`src/rtl/mipi_dphy_pkg.sv`:
```
// Shared types and constants for the D-PHY HS transmit path.
// Holds the FSM state type, the fixed sync byte and the counter-width rule.
package mipi_dphy_pkg;

   typedef enum logic [2:0] {
      IDLE,
      HSZERO,
      SYNC,
      DATA,
      TRAIL
   } hs_tx_state_t;

   localparam logic [7:0] SYNC_BYTE = 8'hB8;

   // The counter must reach the longest phase: one word, the sync byte, HS-0 or the trailer.
   function automatic int hs_cnt_w(input int dw2, input int hz, input int tr);
      int m;
      m = 4;
      if (dw2 > m) m = dw2;
      if (hz > m)  m = hz;
      if (tr > m)  m = tr;
      return $clog2(m);
   endfunction

endpackage

```
`src/rtl/hs_lane_shifter.sv`:
```
// One lane: loads a word or the sync byte and emits 2 bits/cycle, LSB first, on registered outputs.
// Bits appear the cycle after a load; it never stalls, and the trailer drives the inverse of the last bit.
module hs_lane_shifter
   import mipi_dphy_pkg::*;
#(
   parameter int DATA_W = 8
) (
   input  logic              TxDDRClk,
   input  logic              TxRst,
   input  logic              ld_sync,
   input  logic              ld_data,
   input  logic              shift,
   input  logic              trail,
   input  logic [DATA_W-1:0] data,
   output logic              ser_b1,
   output logic              ser_b2
);

   localparam int SW = (DATA_W > 8) ? DATA_W : 8;

   logic [SW-1:0] sh;
   logic          last_bit;

   always_ff @(posedge TxDDRClk) begin
      if (!TxRst) begin
         sh       <= '0;
         last_bit <= 1'b0;
         ser_b1   <= 1'b0;
         ser_b2   <= 1'b0;
      end else if (ld_data) begin
         sh       <= SW'(data) >> 2;
         ser_b1   <= data[0];
         ser_b2   <= data[1];
         last_bit <= data[1];
      end else if (ld_sync) begin
         sh       <= SW'(SYNC_BYTE) >> 2;
         ser_b1   <= SYNC_BYTE[0];
         ser_b2   <= SYNC_BYTE[1];
         last_bit <= SYNC_BYTE[1];
      end else if (shift) begin
         sh       <= sh >> 2;
         ser_b1   <= sh[0];
         ser_b2   <= sh[1];
         last_bit <= sh[1];
      end else if (trail) begin
         ser_b1   <= ~last_bit;
         ser_b2   <= ~last_bit;
      end else begin
         ser_b1   <= 1'b0;
         ser_b2   <= 1'b0;
      end
   end

endmodule

```
`src/rtl/hs_ddr_serializer.sv`:
```
// Multi-lane HS burst serializer: HS-0, sync byte, words, trailer; 2 bits per lane per TxDDRClk cycle.
// Latency: SOT one cycle after request; ready only at word boundaries, and no transfer there ends the burst.
module hs_ddr_serializer
   import mipi_dphy_pkg::*;
#(
   parameter int LANES       = 1,
   parameter int DATA_W      = 8,
   parameter int HS_ZERO_CYC = 4,
   parameter int TRAIL_CYC   = 4
) (
   input  logic                    TxDDRClk,
   input  logic                    TxRst,
   input  logic                    TxRequestHS,
   input  logic [LANES*DATA_W-1:0] TxDataHS,
   input  logic                    TxValidHS,
   output logic                    TxReadyHS,
   output logic [LANES-1:0]        ser_b1,
   output logic [LANES-1:0]        ser_b2,
   output logic                    SOT,
   output logic                    busy
);

   localparam int W2 = DATA_W / 2;
   localparam int CW = hs_cnt_w(W2, HS_ZERO_CYC, TRAIL_CYC);

   localparam logic [CW-1:0] HZ_LAST = CW'(HS_ZERO_CYC - 1);
   localparam logic [CW-1:0] SY_LAST = CW'(3);
   localparam logic [CW-1:0] WD_LAST = CW'(W2 - 1);
   localparam logic [CW-1:0] TR_LAST = CW'(TRAIL_CYC - 1);

   hs_tx_state_t  state, state_nxt;
   logic [CW-1:0] cnt, cnt_nxt;
   logic          at_bnd, xfer, ld_sync, shift, trail;

   assign at_bnd    = (state == SYNC && cnt == SY_LAST) || (state == DATA && cnt == WD_LAST);
   assign TxReadyHS = at_bnd & TxRequestHS;
   assign xfer      = TxReadyHS & TxValidHS;
   assign busy      = (state != IDLE);
   assign ld_sync   = (state == HSZERO) && (cnt == HZ_LAST);
   assign shift     = (state == SYNC || state == DATA) && !at_bnd;
   assign trail     = (state_nxt == TRAIL);

   always_ff @(posedge TxDDRClk) begin
      if (!TxRst) begin
         state <= IDLE;
         cnt   <= '0;
         SOT   <= 1'b0;
      end else begin
         state <= state_nxt;
         cnt   <= cnt_nxt;
         SOT   <= (state_nxt != IDLE);
      end
   end

   always_comb begin
      state_nxt = state;
      cnt_nxt   = cnt + CW'(1);
      case (state)
         IDLE: begin
            cnt_nxt = '0;
            if (TxRequestHS) state_nxt = HSZERO;
         end
         HSZERO: begin
            if (cnt == HZ_LAST) begin
               state_nxt = SYNC;
               cnt_nxt   = '0;
            end
         end
         SYNC, DATA: begin
            // Each boundary either loads the next word or closes the burst.
            if (at_bnd) begin
               state_nxt = xfer ? DATA : TRAIL;
               cnt_nxt   = '0;
            end
         end
         TRAIL: begin
            if (cnt == TR_LAST) begin
               state_nxt = IDLE;
               cnt_nxt   = '0;
            end
         end
         default: begin
            state_nxt = IDLE;
            cnt_nxt   = '0;
         end
      endcase
   end

   for (genvar n = 0; n < LANES; n++) begin : g_lane
      hs_lane_shifter #(.DATA_W(DATA_W)) u_lane (
         .TxDDRClk (TxDDRClk),
         .TxRst    (TxRst),
         .ld_sync  (ld_sync),
         .ld_data  (xfer),
         .shift    (shift),
         .trail    (trail),
         .data     (TxDataHS[n*DATA_W +: DATA_W]),
         .ser_b1   (ser_b1[n]),
         .ser_b2   (ser_b2[n])
      );
   end

endmodule

```
`config.mk`:
```
export PLATFORM = sky130hd
export DESIGN_NAME = hs_ddr_serializer
export DESIGN_NICKNAME = d
export VERILOG_FILES = /design/src/rtl/mipi_dphy_pkg.sv /design/src/rtl/hs_lane_shifter.sv /design/src/rtl/hs_ddr_serializer.sv
export SDC_FILE = /design/constraint.sdc
export NUM_CORES = 1
export LEC_CHECK = 0
export BUFFER_PORTS_ARGS = -buffer_cell sky130_fd_sc_hd__buf_4
export CORE_MARGIN = 3
export CORE_UTILIZATION = 51
export CTS_CLUSTER_SIZE = 10
export DETAILED_ROUTE_END_ITERATION = 10
export GPL_TIMING_DRIVEN = 0
export HOLD_SLACK_MARGIN = 0.05
export PLACE_DENSITY = 0.85
export SLEW_MARGIN = 0
export SYNTH_ARGS = -nofsm -noshare
export SYNTH_HDL_FRONTEND = slang
export SYNTH_SLANG_ARGS = --single-unit
export TNS_END_PERCENT = 1
```
`constraint.sdc`:
```
create_clock -name TxDDRClk -period 1.7 [get_ports TxDDRClk]
set_input_delay 0.255 -clock TxDDRClk [delete_from_list [all_inputs] [get_ports TxDDRClk]]
set_output_delay 0.255 -clock TxDDRClk [all_outputs]
set_load 0.01 [all_outputs]
```
==> impl_summary.md <==
Clock network
The clock passes through at most 2 buffers. In this run the number of H-tree levels came out at 1. The latest clock arrival within the worst-skew pair is 0.28 ns.

Clock-pin slew was measured on the worst setup and hold paths at 0.09 ns. In this run, post-CTS hold repair placed 0 buffers. The total number of clock tree sinks is 15. TritonCTS built the clock tree.

The number of clock buffers added by TritonCTS is 3. The number of buffers added for setup after CTS is 0. The master cell of the clock root buffer is sky130_fd_sc_hd__clkbuf_4.

Post-CTS repair changed the size of 0 cells.

Power
The leakage power is 0.3897 nW. IR analysis of the VDD net gives a maximum drop of 0.0004249 V. The cell area power density is 673.5 nW/um^2.

Setup path
The worst reg-to-reg setup slack is 0.10 ns. Along the worst path, the maximum fanout reaches 10. STA classifies the critical path endpoint as a flip-flop. The setup path with the least slack is of type flip-flop to flip-flop.

Counting cells, the worst reg-to-reg path comes to 6. Data on the critical path arrives at its endpoint at 1.77 ns. The worst register-to-register path begins at cnt[0]. STA puts the critical path data required time at 1.87 ns. The capture instance of the worst register-to-register path is g_lane[0].u_lane.ser_b2. STA classifies the critical path startpoint as a flip-flop.

STA
The number of hold violations in the final report came to 0. The worst slew margin relative to its limit is 69.77%. The actual transition at the worst max-transition pin is 0.4535 ns.

Setup repair after global routing left no endpoint under its margin. The setup TNS after final layout is 0 ns. Counting I/O delays and the setup requirement, the final critical path takes 1.595 ns. Hold timing on the final database bottoms out at a slack of 0.2103 ns.

The achievable frequency is 0.6268 GHz. The final worst-path setup slack is 0.1046 ns. The clock tree skew after final layout is 0.004594 ns. The number of endpoints failing setup at the final stage is 0.

In the finished design, the share of the clock period the worst path needs comes to 93.84%. The count of final max-slew check failures is 0.

Place
Including well taps, the total number of placed cells is 118. The post-placement worst setup slack is 0.1359 ns. The routability congestion estimate is 0.7902. The half-perimeter wire length after detailed placement is 1.288 mm. During placement, the flow inserted port buffers numbering 16.

Min path
The instance count along the most critical hold path is 3. The worst hold path terminates at g_lane[0].u_lane.sh[4]. The type of the worst min-delay path is input pin to flip-flop. The startpoint identified for the worst hold timing path is TxDataHS[6].

Floorplan
Pin placement for this block handled 17 I/O pins. The floorplan has 13 rows. The vertical die dimension is 44.72 um. The chip width is 44.72 um. The core region is 1350 sq um.

The die covers 1999 sq um. Once the floorplan was initialized, standard cells occupied 56.63% of the core.

Final layout
The layout has 109 filler cells. The fraction of layout instances using a drive strength above 1 is 28.97%. 0 antenna diodes ended up in the layout. At the end of the flow the core is filled with cells to 68.95%. After the last flow step, the layout net total stands at 121.

The layout-stage area growth over the synthesis result is 21.77%. The finished layout holds 122 standard cells, fillers aside.

Logic synthesis
Among all cell types in the netlist, the one instantiated most often is sky130_fd_sc_hd__dfxtp_1. After synthesis, the cell types taking the most area are sky130_fd_sc_hd__dfxtp_1, sky130_fd_sc_hd__a21oi_1, sky130_fd_sc_hd__nand2_1. Summed over its instances, the top area cell type makes up 39.28% of the synthesized netlist area. When the netlist entered floorplanning its net count stood at 100. The average instance in the mapped netlist occupies 8.787 sq um. Sequential elements use 39.28% of the synthesized area.

For this run, asynchronously set or reset flops after synthesis account for 0%. The cell type with the highest aggregate area in the netlist is sky130_fd_sc_hd__dfxtp_1. In this run the cell area of the synthesized design comes to 764.5 sq um. In the synthesized netlist, the number of instances is 87. The total of warnings raised by yosys is 0. By count the netlist is led by sky130_fd_sc_hd__dfxtp_1, sky130_fd_sc_hd__a21oi_1, sky130_fd_sc_hd__nand2_1. The number of flops mapped to enable cells by yosys is 0. For this run, the leading register cell type out of synthesis is sky130_fd_sc_hd__dfxtp_1. The total of flip-flops plus latches after synthesis is 15. Synthesis instantiated 39 different standard cells from the library.

Drt
The iteration count of the initial detailed-routing pass is 4. After detailed routing, the number of remaining DRC violations is 0. The first routing iteration left 11 violations. The routed wire length is 1.724 mm. The remaining number of nets flagged by the antenna check after routing is 0. The average vias per placed instance is 5.910. The final route contains 721 vias. In the final routed layout, each cell accounts on average for 14.13 um.

Global route
Global routing consumed, over all layers together, 19.44% of the routing resources. The final global-route overflow total is 0. The initial antenna violation count is 0. Entering global routing, the biggest net connects 11 pins. The via count of the first global-routing pass is 655. The global-route wire length before repair is 2.856 mm.

Status
The run finished with clean final reports.

Run
Across the run, the number of max-cap violations was 0.
critical path, stage by stage (launching register included):
cell	delay, ns
sky130_fd_sc_hd__dfxtp_1	0.35
sky130_fd_sc_hd__ha_1	0.21
sky130_fd_sc_hd__buf_4	0.19
sky130_fd_sc_hd__nand4_2	0.12
sky130_fd_sc_hd__a21oi_2	0.31
sky130_fd_sc_hd__o221a_2	0.26
sky130_fd_sc_hd__a211oi_2	0.04
final cells by class:
class | instances | area [sq um] | share of cell area [%]
clock buffer | 3 | 22.52 | 2.419
tap | 15 | 18.77 | 2.016
inverter | 5 | 18.77 | 2.016
buffer | 4 | 26.28 | 2.823
timing repair buffer | 16 | 120.1 | 12.90
multi-input combinational | 63 | 419.2 | 45.03
sequential | 15 | 300.3 | 32.26
clock inverter | 1 | 5.005 | 0.5376
routing by layer:
layer | vias to the layer above | share of wire, % | GRT usage, %
li1 | 362 | - | -
met1 | 333 | 47 | 24.26
met2 | 22 | 45 | 31.81
met3 | 4 | 6.0 | 3.984
met4 | 0 | 1.6 | 9.036
met5 | - | 0 | 0
state kept, by name, indices dropped and copies added (netlist names):
| name | count |
|---|---|
| g_lane.u_lane.ser_b1 | 1 |
| state | 3 |
| cnt | 2 |
| g_lane.u_lane.sh | 6 |
| SOT | 1 |
| g_lane.u_lane.last_bit | 1 |
| g_lane.u_lane.ser_b2 | 1 |
where the power goes:
part | internal [W] | switching, W
sequential | 0.000358 | 0.00000651
combinational | 0.0000317 | 0.0000266
clock | 0.0000874 | 0.000117
per-stage QoR:
stage                     area [sq um]  power [W]
final                            930.9  0.0006269
after global routing             930.9  0.0006565
after CTS                        930.9  0.0006326
after detailed placement         903.4  0.0004305
after global placement           903.4  0.0004286
after floorplan                  764.5  0.0003936
kinds of logic after synthesis:
kind of cell,Yosys count,synth area share (%)
AO/OA/AOI/OAI,34,30.44
XOR/XNOR,1,1.146
buffers and inverters,9,5.892
adder cells (fa/ha/maj),1,1.636
flip-flops,15,39.28
AND/OR/NAND/NOR,27,21.61
cells in the final DEF, fill, tap and decap left out, types with 2 or more instances in the layout:
cell,n
sky130_fd_sc_hd__nor2_1,5
sky130_fd_sc_hd__clkbuf_4,3
sky130_fd_sc_hd__dfxtp_1,15
sky130_fd_sc_hd__o21ai_1,5
sky130_fd_sc_hd__o21bai_1,2
sky130_fd_sc_hd__nand2_1,7
sky130_fd_sc_hd__o22ai_1,3
sky130_fd_sc_hd__a21oi_1,8
sky130_fd_sc_hd__buf_4,19
sky130_fd_sc_hd__inv_1,5
sky130_fd_sc_hd__a211oi_1,2
sky130_fd_sc_hd__o21ai_0,4
worst max path at each step:
| stage | startpoint | endpoint | slack [ns] | cells after the start |
|---|---|---|---|---|
| final | cnt[0] | g_lane[0].u_lane.ser_b2 | 0.10 | 6 |
| after global routing | cnt[0] | g_lane[0].u_lane.ser_b2 | 0.0006 | 6 |
| after CTS | cnt[0] | g_lane[0].u_lane.ser_b2 | 0.12 | 6 |
| after detailed placement | cnt[0] | g_lane[0].u_lane.ser_b2 | 0.14 | 6 |
| after global placement | cnt[0] | g_lane[0].u_lane.ser_b2 | 0.15 | 6 |
| after floorplan | cnt[0] | g_lane[0].u_lane.ser_b2 | 0.28 | 6 |
Note: power is estimated with default switching activity, not from simulation.
